===== src/rtl/pc_seq_pkg.sv =====
// ----------------------------------------------------------------------------
// pc_seq_pkg
// Shared definitions for the program-flow sequencer: control-transfer opcode
// fields, branch-condition encodings, the sequencer FSM state type and a
// helper that evaluates a branch condition against the registered flags.
// ----------------------------------------------------------------------------
package pc_seq_pkg;

    // Opcode fields, compared against the top bits of the instruction word.
    localparam logic [2:0] OP_BR  = 3'b101;     // t[5:3]
    localparam logic [4:0] OP_JMP = 5'b11100;   // t[5:1]
    localparam logic [4:0] OP_JSB = 5'b11101;   // t[5:1]
    localparam logic [5:0] OP_RET = 6'b111100;  // t[5:0]

    // Branch condition field t[2:1].
    typedef enum logic [1:0] {
        COND_Z  = 2'b00,  // BZ : taken when Z=1
        COND_NZ = 2'b01,  // BNZ: taken when Z=0
        COND_C  = 2'b10,  // BC : taken when C=1
        COND_NC = 2'b11   // BNC: taken when C=0
    } cond_e;

    typedef enum logic {
        S_RUN   = 1'b0,
        S_FLUSH = 1'b1
    } state_e;

    function automatic logic cond_met(input cond_e cond, input logic z, input logic c);
        logic met;
        case (cond)
            COND_Z:  met = z;
            COND_NZ: met = ~z;
            COND_C:  met = c;
            default: met = ~c;
        endcase
        return met;
    endfunction

endpackage


===== src/rtl/ras_stack.sv =====
// ----------------------------------------------------------------------------
// ras_stack
// Hardware return-address stack. Push writes push_data above the current top,
// pop discards the top entry. A push when full and a pop when empty are
// ignored, so the pointer never wraps. The caller guarantees push and pop are
// never asserted together.
//
// Ports:
//   clock      in   rising-edge clock
//   reset_n    in   asynchronous active-low reset (empties the stack)
//   push       in   push push_data
//   pop        in   discard the top entry
//   push_data  in   WIDTH-bit value to push
//   top        out  current top-of-stack value (undefined when empty)
//   count      out  occupancy, 0..DEPTH
//   full       out  count == DEPTH
//   empty      out  count == 0
// ----------------------------------------------------------------------------
module ras_stack #(
    parameter int DEPTH = 8,
    parameter int WIDTH = 12
) (
    input  logic                     clock,
    input  logic                     reset_n,
    input  logic                     push,
    input  logic                     pop,
    input  logic [WIDTH-1:0]         push_data,
    output logic [WIDTH-1:0]         top,
    output logic [$clog2(DEPTH):0]   count,
    output logic                     full,
    output logic                     empty
);

    localparam int PTR_W = $clog2(DEPTH);
    localparam logic [PTR_W:0] FULL_CNT = (PTR_W+1)'(DEPTH);

    logic [WIDTH-1:0] r_mem [DEPTH];
    logic [PTR_W:0]   r_count;
    logic [PTR_W:0]   w_count_m1;
    logic [PTR_W-1:0] w_top_idx;
    logic [PTR_W-1:0] w_push_idx;

    assign full       = (r_count == FULL_CNT);
    assign empty      = (r_count == '0);
    assign w_count_m1 = r_count - (PTR_W+1)'(1);
    assign w_top_idx  = w_count_m1[PTR_W-1:0];
    assign w_push_idx = r_count[PTR_W-1:0];
    assign top        = r_mem[w_top_idx];
    assign count      = r_count;

    // NOTE: the storage array has no reset; only the occupancy counter decides
    // which entries are live, so clearing the array would buy nothing.
    always_ff @(posedge clock) begin
        if (push && !full) begin
            r_mem[w_push_idx] <= push_data;
        end
    end

    // NOTE: sequential state is always assigned with <= so every register
    // samples pre-edge values regardless of statement order.
    always_ff @(posedge clock or negedge reset_n) begin
        if (!reset_n) begin
            r_count <= '0;
        end else if (push && !full) begin
            r_count <= r_count + (PTR_W+1)'(1);
        end else if (pop && !empty) begin
            r_count <= w_count_m1;
        end
    end

endmodule


===== src/rtl/pc_sequencer.sv =====
// ----------------------------------------------------------------------------
// pc_sequencer
// Program-flow unit for the 19-bit pipelined core. Decodes JMP, conditional
// branch, JSB and RET, keeps the registered Z/C flags, owns the return-address
// stack and issues a one-cycle registered PC redirect followed by a
// FLUSH_CYCLES-long stall/flush window to fetch and decode.
//
// Ports:
//   clock, reset_n       clock and asynchronous active-low reset
//   instr_valid          instr/pc_cur carry a decoded instruction
//   instr, pc_cur        instruction word and its address
//   alu_zero, alu_carry  execute-stage flag results
//   flags_we             load alu_zero/alu_carry into Z/C
//   err_clear            clear the sticky stack error flags
//   pc_load, pc_next     one-cycle redirect strobe and its target
//   stall, flush         hold fetch / squash decode during the bubble window
//   zero_flag, carry_flag registered Z and C
//   sp_count             return-stack occupancy
//   stack_overflow       sticky: JSB on a full stack (push dropped)
//   stack_underflow      sticky: RET on an empty stack (no redirect)
// ----------------------------------------------------------------------------
module pc_sequencer
    import pc_seq_pkg::*;
#(
    parameter int INSTR_W      = 19,
    parameter int ADDR_W       = 12,
    parameter int STACK_DEPTH  = 8,
    parameter int FLUSH_CYCLES = 1
) (
    input  logic                           clock,
    input  logic                           reset_n,
    input  logic                           instr_valid,
    input  logic [INSTR_W-1:0]             instr,
    input  logic [ADDR_W-1:0]              pc_cur,
    input  logic                           alu_zero,
    input  logic                           alu_carry,
    input  logic                           flags_we,
    input  logic                           err_clear,
    output logic                           pc_load,
    output logic [ADDR_W-1:0]              pc_next,
    output logic                           stall,
    output logic                           flush,
    output logic                           zero_flag,
    output logic                           carry_flag,
    output logic [$clog2(STACK_DEPTH):0]   sp_count,
    output logic                           stack_overflow,
    output logic                           stack_underflow
);

    localparam int CNT_W = (FLUSH_CYCLES > 1) ? $clog2(FLUSH_CYCLES) : 1;
    localparam logic [CNT_W-1:0] CNT_LAST = CNT_W'(FLUSH_CYCLES - 1);

    // ------------------------------------------------------------------
    // Registers
    // ------------------------------------------------------------------
    state_e            r_state;
    logic [CNT_W-1:0]  r_cnt;
    logic              r_pc_load;
    logic [ADDR_W-1:0] r_pc_next;
    logic              r_stall;
    logic              r_flush;
    logic              r_zero;
    logic              r_carry;
    logic              r_overflow;
    logic              r_underflow;

    // ------------------------------------------------------------------
    // Decode
    // ------------------------------------------------------------------
    logic [5:0]        w_t;
    logic              w_is_br;
    logic              w_is_jmp;
    logic              w_is_jsb;
    logic              w_is_ret;
    logic [ADDR_W-1:0] w_pc_plus1;
    logic [ADDR_W-1:0] w_offset;
    logic [ADDR_W-1:0] w_abs_target;
    logic              w_active;
    logic              w_unused_instr;

    assign w_t          = instr[INSTR_W-1 -: 6];
    assign w_is_br      = (w_t[5:3] == OP_BR);
    assign w_is_jmp     = (w_t[5:1] == OP_JMP);
    assign w_is_jsb     = (w_t[5:1] == OP_JSB);
    assign w_is_ret     = (w_t == OP_RET);
    assign w_pc_plus1   = pc_cur + ADDR_W'(1);
    assign w_offset     = {{(ADDR_W-8){instr[7]}}, instr[7:0]};
    assign w_abs_target = instr[ADDR_W-1:0];
    // Instructions are only acted on in RUN; during FLUSH they are squashed.
    assign w_active     = instr_valid && (r_state == S_RUN);
    // Not every instruction bit feeds this block.
    assign w_unused_instr = ^instr;

    // ------------------------------------------------------------------
    // Return-address stack
    // ------------------------------------------------------------------
    logic              w_push;
    logic              w_pop;
    logic [ADDR_W-1:0] w_top;
    logic              w_full;
    logic              w_empty;

    ras_stack #(
        .DEPTH (STACK_DEPTH),
        .WIDTH (ADDR_W)
    ) u_ras (
        .clock     (clock),
        .reset_n   (reset_n),
        .push      (w_push),
        .pop       (w_pop),
        .push_data (w_pc_plus1),
        .top       (w_top),
        .count     (sp_count),
        .full      (w_full),
        .empty     (w_empty)
    );

    // ------------------------------------------------------------------
    // Next-PC decision
    // ------------------------------------------------------------------
    logic              w_taken;
    logic [ADDR_W-1:0] w_target;
    logic              w_set_ovf;
    logic              w_set_unf;

    // NOTE: every output of this block gets a default first, so no path
    // leaves a signal unassigned and no latch is inferred.
    always_comb begin
        w_taken   = 1'b0;
        w_target  = '0;
        w_push    = 1'b0;
        w_pop     = 1'b0;
        w_set_ovf = 1'b0;
        w_set_unf = 1'b0;
        if (w_active) begin
            if (w_is_br) begin
                // Conditions use the registered flags, never this cycle's ALU.
                w_taken  = cond_met(cond_e'(w_t[2:1]), r_zero, r_carry);
                w_target = w_pc_plus1 + w_offset;
            end else if (w_is_jmp) begin
                w_taken  = 1'b1;
                w_target = w_abs_target;
            end else if (w_is_jsb) begin
                // The call still happens on a full stack; only the push is lost.
                w_taken   = 1'b1;
                w_target  = w_abs_target;
                w_push    = !w_full;
                w_set_ovf = w_full;
            end else if (w_is_ret) begin
                // A return with nothing to return to is reported, not taken.
                w_taken   = !w_empty;
                w_target  = w_top;
                w_pop     = !w_empty;
                w_set_unf = w_empty;
            end
        end
    end

    // ------------------------------------------------------------------
    // Redirect / flush FSM
    // ------------------------------------------------------------------
    always_ff @(posedge clock or negedge reset_n) begin
        if (!reset_n) begin
            r_state   <= S_RUN;
            r_cnt     <= '0;
            r_pc_load <= 1'b0;
            r_pc_next <= '0;
            r_stall   <= 1'b0;
            r_flush   <= 1'b0;
        end else begin
            r_pc_load <= 1'b0;
            case (r_state)
                S_RUN: begin
                    if (w_taken) begin
                        r_pc_load <= 1'b1;
                        r_pc_next <= w_target;
                        r_stall   <= 1'b1;
                        r_flush   <= 1'b1;
                        r_cnt     <= '0;
                        r_state   <= S_FLUSH;
                    end
                end
                S_FLUSH: begin
                    // r_cnt counts bubble cycles already shown on stall/flush.
                    if (r_cnt == CNT_LAST) begin
                        r_stall <= 1'b0;
                        r_flush <= 1'b0;
                        r_cnt   <= '0;
                        r_state <= S_RUN;
                    end else begin
                        r_cnt <= r_cnt + CNT_W'(1);
                    end
                end
                default: begin
                    r_state <= S_RUN;
                end
            endcase
        end
    end

    // ------------------------------------------------------------------
    // Flags and sticky errors
    // ------------------------------------------------------------------
    always_ff @(posedge clock or negedge reset_n) begin
        if (!reset_n) begin
            r_zero  <= 1'b0;
            r_carry <= 1'b0;
        end else if (flags_we) begin
            r_zero  <= alu_zero;
            r_carry <= alu_carry;
        end
    end

    // A new error in the same cycle as err_clear leaves the flag set.
    always_ff @(posedge clock or negedge reset_n) begin
        if (!reset_n) begin
            r_overflow  <= 1'b0;
            r_underflow <= 1'b0;
        end else begin
            if (w_set_ovf) begin
                r_overflow <= 1'b1;
            end else if (err_clear) begin
                r_overflow <= 1'b0;
            end
            if (w_set_unf) begin
                r_underflow <= 1'b1;
            end else if (err_clear) begin
                r_underflow <= 1'b0;
            end
        end
    end

    assign pc_load         = r_pc_load;
    assign pc_next         = r_pc_next;
    assign stall           = r_stall;
    assign flush           = r_flush;
    assign zero_flag       = r_zero;
    assign carry_flag      = r_carry;
    assign stack_overflow  = r_overflow;
    assign stack_underflow = r_underflow;

endmodule


===== config.mk =====
export PLATFORM = sky130hd
export DESIGN_NAME = pc_sequencer
export DESIGN_NICKNAME = d
export VERILOG_FILES = /design/src/rtl/pc_seq_pkg.sv /design/src/rtl/ras_stack.sv /design/src/rtl/pc_sequencer.sv
export SDC_FILE = /design/constraint.sdc
export NUM_CORES = 1
export LEC_CHECK = 0
export BUFFER_PORTS_ARGS = -buffer_cell sky130_fd_sc_hd__clkbuf_2
export CORE_ASPECT_RATIO = 1.5
export CORE_UTILIZATION = 60
export DETAILED_ROUTE_END_ITERATION = 16
export PLACE_DENSITY = 0.81
export SKIP_LAST_GASP = 1
export SYNTH_ARGS = -nofsm -noshare
export SYNTH_HDL_FRONTEND = slang
export SYNTH_SLANG_ARGS = --single-unit

===== constraint.sdc =====
create_clock -name clock -period 8.5 [get_ports clock]
set_clock_uncertainty 0.2 [all_clocks]
set_input_delay 2.125 -clock clock [delete_from_list [all_inputs] [get_ports clock]]
set_output_delay 2.125 -clock clock [all_outputs]
set_load 0.01 [all_outputs]

==> impl_metrics.ini, run 1 <==
[outcome]
status = finished, final reports clean

[floorplan]
design.die.area_um2 = 9670
die_x_um = 80.6
rows = 42
die_h_um = 120
num_io_pins = 61
coreArea_um2 = 8930
start_util_pct = 62.3

[power]
leakage_nw = 2.48
p_seq_share_pct = 38.6
pwr-share-clk_pct = 37.4
powerDensity_nw_per_um2 = 278
switching_share_pct = 27.4
switchingPower_uw = 502
ir_worst_vdd_mv = 0.185
combPwrFrac_pct = 24.0
p_int_mw = 1.33

[route]
wire_per_inst_um = 21.1
vias = 3594
firstDrtPassIters = 4
drtIter0Drc = 276
drc = 0
via_per_inst = 6.34
ant_nets = 0
finalWirelength_um = 12000

[final_layout]
n_fill_cell = 543
multi_input_area_um2 = 2050
drive_gt1_share_pct = 30.0
area_delta_synth_final_pct = 18.3
seqCellArea_um2 = 3430
fin_nets = 500
final_util_pct = 73.7
antenna_cells = 0

[worst_setup_path]
crit_fanout = 9
cp.arrival_ns = 5.19
critPathLaunchType = primary input
critical_path_class = in2reg
required_ns = 8.59
cp-end-kind = flip-flop

[yosys]
synth_edf_count = 96
synth_top_family_by_area = multiplexers
synth.area.top_cells = edfxtp_1 52%, dfrtp_1 9.9%, mux4_2 9.7%
synth_compound_area_share_pct = 7.22
ys_ff_latch = 118
yosys_warnings = 0
synthAdderAreaFrac_pct = 3.96
syn_inst = 374
syn-cell-area_um2 = 5570
yosys.area.top_type = edfxtp_1
synth_fp_nets = 429
syn_avg_cell_area_um2 = 14.9
synthArstFlopShare_pct = 18.6
ys_seq_area_share_pct = 61.7
synth_top_area_share_pct = 51.8
synth_ff_type = edfxtp_1
synth-simple-area-share_pct = 8.70
synth-xor-area-share_pct = 3.93
synth_cell_types = 50
muxShareOfSynthArea_pct = 12.6

[clock_tree]
cts_max_path_buffers = 2
cts.sinks = 118
root_buffer = clkbuf_16
worstSkewPairLatency_ns = 0.40
postCtsResizedCells = 0
h-tree-depth = 4
hold_buffers = 0
cts_buffers = 17
path_clk_slew_ns = 0.05
cts_tree = done
cts_setup_buffers = 0

[worst_hold_path]
hp-class = reg2reg

[flow_run]
cap_violations = 0

[timing]
setup_viol = 0
tns_ns = 0
min_period_ns = 5.10
slew_headroom_pct = 22.6
period_share_pct = 60.0
maxSlewViolCount = 0
clock.fmax_mhz = 196
hold_viol = 0
worstMarginPinSlew_ns = 1.16
setup_ws_ns = 3.40
grt_setup_unrepaired = no

[global_routing]
track_usage_pct = 27.2
antenna_found_initial = 0
grt_pass1_vias = 3637
grt_pass1_wl_um = 18300
grt-ovfl-total = 0
grt_start_max_net_pins = 33

[placement]
port_buffers = 59
dp_slack_ns = 3.07
finalWeightedCongestion = 0.829
place_hpwl_um = 8040
-- layout by cell type (no fill, tap or decap), drive strengths merged, types with 10 or more instances in the layout --
cell / Yosys / final
mux4: 24 / 24
nand2: 28 / 28
nand3: 10 / 10
dfrtp: 22 / 22
xnor2: 14 / 14
xor2: 11 / 11
edfxtp: 96 / 96
clkbuf: 7 / 80
ha: 16 / 16
nor2: 23 / 23
o21ai: 16 / 16
-- flip-flops by register name, indices dropped and copies added (netlist names) --
register	count
stack_underflow	1
stack_overflow	1
pc_next	12
zero_flag	1
carry_flag	1
pc_load	1
flush	1
u_ras.count	4
u_ras.r_mem	96
-- metal layers --
metal	routed length [um]	up-vias	GRT usage, %
met1	4620	1780	30.2
met4	223	0	12.4
met3	684	23	7.38
met5	0	-	0
li1	-	1610	-
met2	6450	181	47.6
-- Yosys cell counts, types with 2 or more instances --
cell type / instances
mux4_2: 24
xor2_1: 11
o21ai_1: 8
nand2b_1: 3
or3_1: 6
nor3_1: 8
a222oi_1: 4
o22ai_1: 4
nor2_1: 23
a221oi_1: 7
or2_2: 2
a21oi_1: 7
xnor2_1: 14
inv_1: 8
dfrtp_1: 22
edfxtp_1: 96
o21ai_0: 8
o211ai_1: 3
a211oi_1: 3
clkbuf_1: 7
buf_4: 2
ha_1: 16
buf_2: 5
nand4_1: 4
mux2i_1: 8
nand2_1: 27
and3_1: 4
nand3_1: 9
nand3b_1: 2
mux2_2: 7
a31oi_1: 3
-- per-stage QoR --
stage	power (mW)	hold WS, ns	std cells	instance area [um^2]
3_5_place_dp	1.15	0.270	536	6010
3_3_place_gp	1.14	0.267	536	6010
4_1_cts	1.84	0.281	567	6580
6_report	1.83	0.276	567	6580
2_1_floorplan	1.03	0.310	374	5570
5_1_grt	1.91	0.314	567	6580
-- cell type report --
class	instances	share of cell area (%)
clock inverters	10	2.00
clock buffers	21	6.69
well taps	110	2.09
multi-input cells	233	31.2
flip-flops and latches	118	52.2
inverters	8	0.456
repair buffers	67	5.40
-- power by group through the flow --
stage                     logic [mW]  clock network [mW]  registers, mW
after floorplan                0.354                   0          0.678
after global placement         0.426                   0          0.719
after detailed placement       0.432                   0          0.719
after CTS                      0.439               0.693          0.709
after global routing           0.470               0.722          0.715
final                          0.440               0.686          0.707
-- cell families after synthesis --
| family | Yosys count |
|---|---|
| flops | 118 |
| fa+ha+maj | 17 |
| mux | 39 |
| xor+xnor | 25 |
| buf+inv | 23 |
| compound gates | 56 |
| simple gates | 96 |
-- final timing paths --
kind                                startpoint             end  slack (ns)  depth (start not counted)
worst max-delay path                 pc_cur[0]     pc_next[11]        3.40                         12
worst min-delay path                pc_next[8]      pc_next[8]        0.28                          2
worst max register to register  u_ras.count[0]      pc_next[2]        4.64                          6
worst min register to register      pc_next[8]      pc_next[8]        0.28                          2
max in group asynchronous              reset_n  u_ras.count[0]        6.22                          1
min in group asynchronous              reset_n       zero_flag        1.49                          1
-- critical path, cell delays in order --
cell and delay, ns:
clkbuf_2 0.14, ha_1 0.26, nand2_1 0.07, nor2_1 0.11, xor2_1 0.66, ha_1 0.47, o211ai_1 0.15, a211oi_1 0.39
a21oi_1 0.13, nor3_1 0.31, xnor2_1 0.12, o31a_1 0.25
Power figures use the tool's default switching activity.
==> inputs of run 2 (changes only) <==
--- a/config.mk
+++ b/config.mk
@@ -5,11 +5,12 @@
 export SDC_FILE = /design/constraint.sdc
 export NUM_CORES = 1
 export LEC_CHECK = 0
+export ABC_AREA = 1
 export BUFFER_PORTS_ARGS = -buffer_cell sky130_fd_sc_hd__clkbuf_2
 export CORE_ASPECT_RATIO = 1.5
-export CORE_UTILIZATION = 60
+export CORE_UTILIZATION = 59
 export DETAILED_ROUTE_END_ITERATION = 16
-export PLACE_DENSITY = 0.81
+export PLACE_DENSITY = 0.8
 export SKIP_LAST_GASP = 1
 export SYNTH_ARGS = -nofsm -noshare
 export SYNTH_HDL_FRONTEND = slang
==> constraint.sdc (replaced) <==
create_clock -name clock -period 5.1 [get_ports clock]
set_clock_uncertainty 0.2 [all_clocks]
set_input_delay 1.275 -clock clock [delete_from_list [all_inputs] [get_ports clock]]
set_output_delay 1.275 -clock clock [all_outputs]
set_load 0.01 [all_outputs]
==> run 2 against run 1 <==
Compared with the run above: clock power is 59% higher; first-iteration DRC count is 73% higher; final area is 3.9% higher; critical path depth is 4 higher; sequential cell count stayed put; count of clock-buffer cells in the layout stayed put; register-to-register slack worse by 2.8 ns; area after synthesis is 6.7% higher; power is 74% higher.
==> impl_metrics.ini, run 2 <==
[outcome]
status = finished, final reports clean

[yosys]
synth_top_family_by_area = simple AND/OR/NAND/NOR gates
synth-xor-area-share_pct = 2.04
synth_cell_types = 41
muxShareOfSynthArea_pct = 0.190
yosys.area.top_type = edfxtp_1
syn_avg_cell_area_um2 = 9.84
syn_inst = 603
synth_ff_type = edfxtp_1
synth_most_common_cell = nor2_1
synth_top_area_share_pct = 48.6
synth_common_cells = 100 x nor2_1, 96 x edfxtp_1, 93 x nand2_1
syn-cell-area_um2 = 5940
synth_edf_count = 96
ys_ff_latch = 118
synth-simple-area-share_pct = 19.4
ys_seq_area_share_pct = 57.8
synth_compound_area_share_pct = 11.1
yosys_warnings = 0
synth_fp_nets = 658
synth.area.top_cells = edfxtp_1 49%, dfrtp_1 9.3%, nor2_1 6.3%
synthArstFlopShare_pct = 18.6
synthAdderAreaFrac_pct = 3.71

[route]
firstDrtPassIters = 5
drtIter0Drc = 477
finalWirelength_um = 14900
wire_per_inst_um = 18.8
drc = 0
via_per_inst = 5.94
vias = 4694
ant_nets = 0

[final_layout]
fin_nets = 720
antenna_cells = 0
drive_gt1_share_pct = 17.2
layout_common_cells = 100 x nor2_1, 96 x edfxtp_1, 93 x nand2_1
area_delta_synth_final_pct = 15.2
n_fill_cell = 700
largest_reg_flops = 96
final_common_cell = nor2_1
top_register = u_ras.r_mem

[global_routing]
track_usage_pct = 30.8
grt_start_max_net_pins = 53
grt_pass1_vias = 4796
grt_pass1_wl_um = 24200
antenna_found_initial = 0
grt-ovfl-total = 0

[clock_tree]
worstSkewPairLatency_ns = 0.41
root_buffer = clkbuf_16
cts_setup_buffers = 0
hold_buffers = 0
h-tree-depth = 4
path_clk_slew_ns = 0.05
cts_max_path_buffers = 2
cts_tree = done
cts_buffers = 17
postCtsResizedCells = 0
cts.sinks = 118

[timing]
period_share_pct = 73.5
min_period_ns = 3.75
maxSlewViolCount = 0
tns_ns = 0
clock.fmax_mhz = 267
grt_setup_unrepaired = no
setup_ws_ns = 1.35
slew_headroom_pct = 32.5
hold_viol = 0
setup_viol = 0
worstMarginPinSlew_ns = 1.01

[worst_setup_path]
crit_fanout = 9
r2r_end = pc_next[6]
critPathLaunchType = primary input
critical_path_class = in2reg
reg2reg_depth = 9
required_ns = 5.19
cp-end-kind = flip-flop
r2r_slack_ns = 1.88
cp.arrival_ns = 3.84
r2r-start = u_ras.count[0]
crit_start = pc_cur[0]

[worst_hold_path]
holdCritStartpoint = pc_next[11]
hold_depth = 2
hp-class = reg2reg
whs_endpoint = pc_next[11]

[flow_run]
cap_violations = 0

[power]
ir_worst_vdd_mv = 0.286
power_mw = 3.20
switchingPower_mw = 1.10
p_int_mw = 2.10
p_seq_share_pct = 35.1
switching_share_pct = 34.4
combPwrFrac_pct = 30.9
powerDensity_nw_per_um2 = 467
leakage_nw = 2.86
pwr-share-clk_pct = 33.9

[placement]
place_hpwl_um = 9820
port_buffers = 59
finalWeightedCongestion = 0.942
dp_slack_ns = 0.977

[floorplan]
die_h_um = 125
design.die.area_um2 = 10500
die_x_um = 83.9
num_io_pins = 61
rows = 44
start_util_pct = 60.9
coreArea_um2 = 9740
[run 2: worst max path at each step]
stage                  endpoint  cells past startpoint
detailed placement   pc_next[9]                     16
global placement    pc_next[11]                     15
finish               pc_next[9]                     16
CTS                 pc_next[11]                     15
global route         pc_next[9]                     16
floorplan           pc_next[11]                     14
[run 2: kinds of logic (layout without fill, tap and decap cells)]
kind of cell	after synthesis	count (layout)
xor gates and xnor gates	13	13
and+or+nand+nor	268	268
AOI/OAI and AO/OA	115	115
DFF	118	118
buffers and inverters	71	143
adders and majority gates	17	17
muxes	1	1
[run 2: per-layer routing]
metal  up-vias  share of wire, %  global-route usage, %
met2       222                53                   53.0
met3        41               6.8                   5.90
met4         0               2.8                   14.9
met5         -                 0                      0
met1      2219                38                   37.0
li1       2212                 -                      -
[run 2: worst max-delay path, cell delays in order]
cell and delay, ns:
clkbuf_2 0.09, ha_1 0.18, nand2_1 0.09, nor3_1 0.22
and2_1 0.26, nand2_1 0.10, xor2_1 0.17, inv_1 0.18
ha_1 0.41, nand2_1 0.11, nor2_1 0.18, nand3_1 0.17
nand4_1 0.13, nand3_1 0.08, nand3_1 0.10, nand2_1 0.06
[run 2: final cells by class]
| type | count | area (um^2) | area share [%] |
|---|---|---|---|
| clock inverter | 8 | 85.1 | 1.24 |
| sequential | 118 | 3430 | 50.2 |
| inverter | 45 | 176 | 2.58 |
| multi-input combinational | 414 | 2190 | 32.0 |
| clock buffer | 21 | 440 | 6.44 |
| tap | 115 | 144 | 2.10 |
| timing repair buffer | 69 | 370 | 5.42 |
[run 2: power by group through the flow]
stage                     clock [mW]  combinational [mW]  sequential [mW]
after floorplan                    0               0.758             1.14
final                           1.09               0.988             1.12
after global placement             0               0.924             1.14
after detailed placement           0               0.971             1.14
after CTS                       1.09               0.983             1.12
after global routing            1.14                1.10             1.13
[run 2: metrics by stage]
step / utilization [%] / cells / hold WS (ns) / instance area (um^2)
after floorplan: - / 603 / 0.315 / 5940
after global placement: 64.8 / 761 / 0.263 / 6310
after detailed placement: 64.8 / 761 / 0.265 / 6310
after CTS: 70.2 / 790 / 0.286 / 6840
after global routing: 70.2 / 790 / 0.298 / 6840
final: 70.2 / 790 / 0.288 / 6840
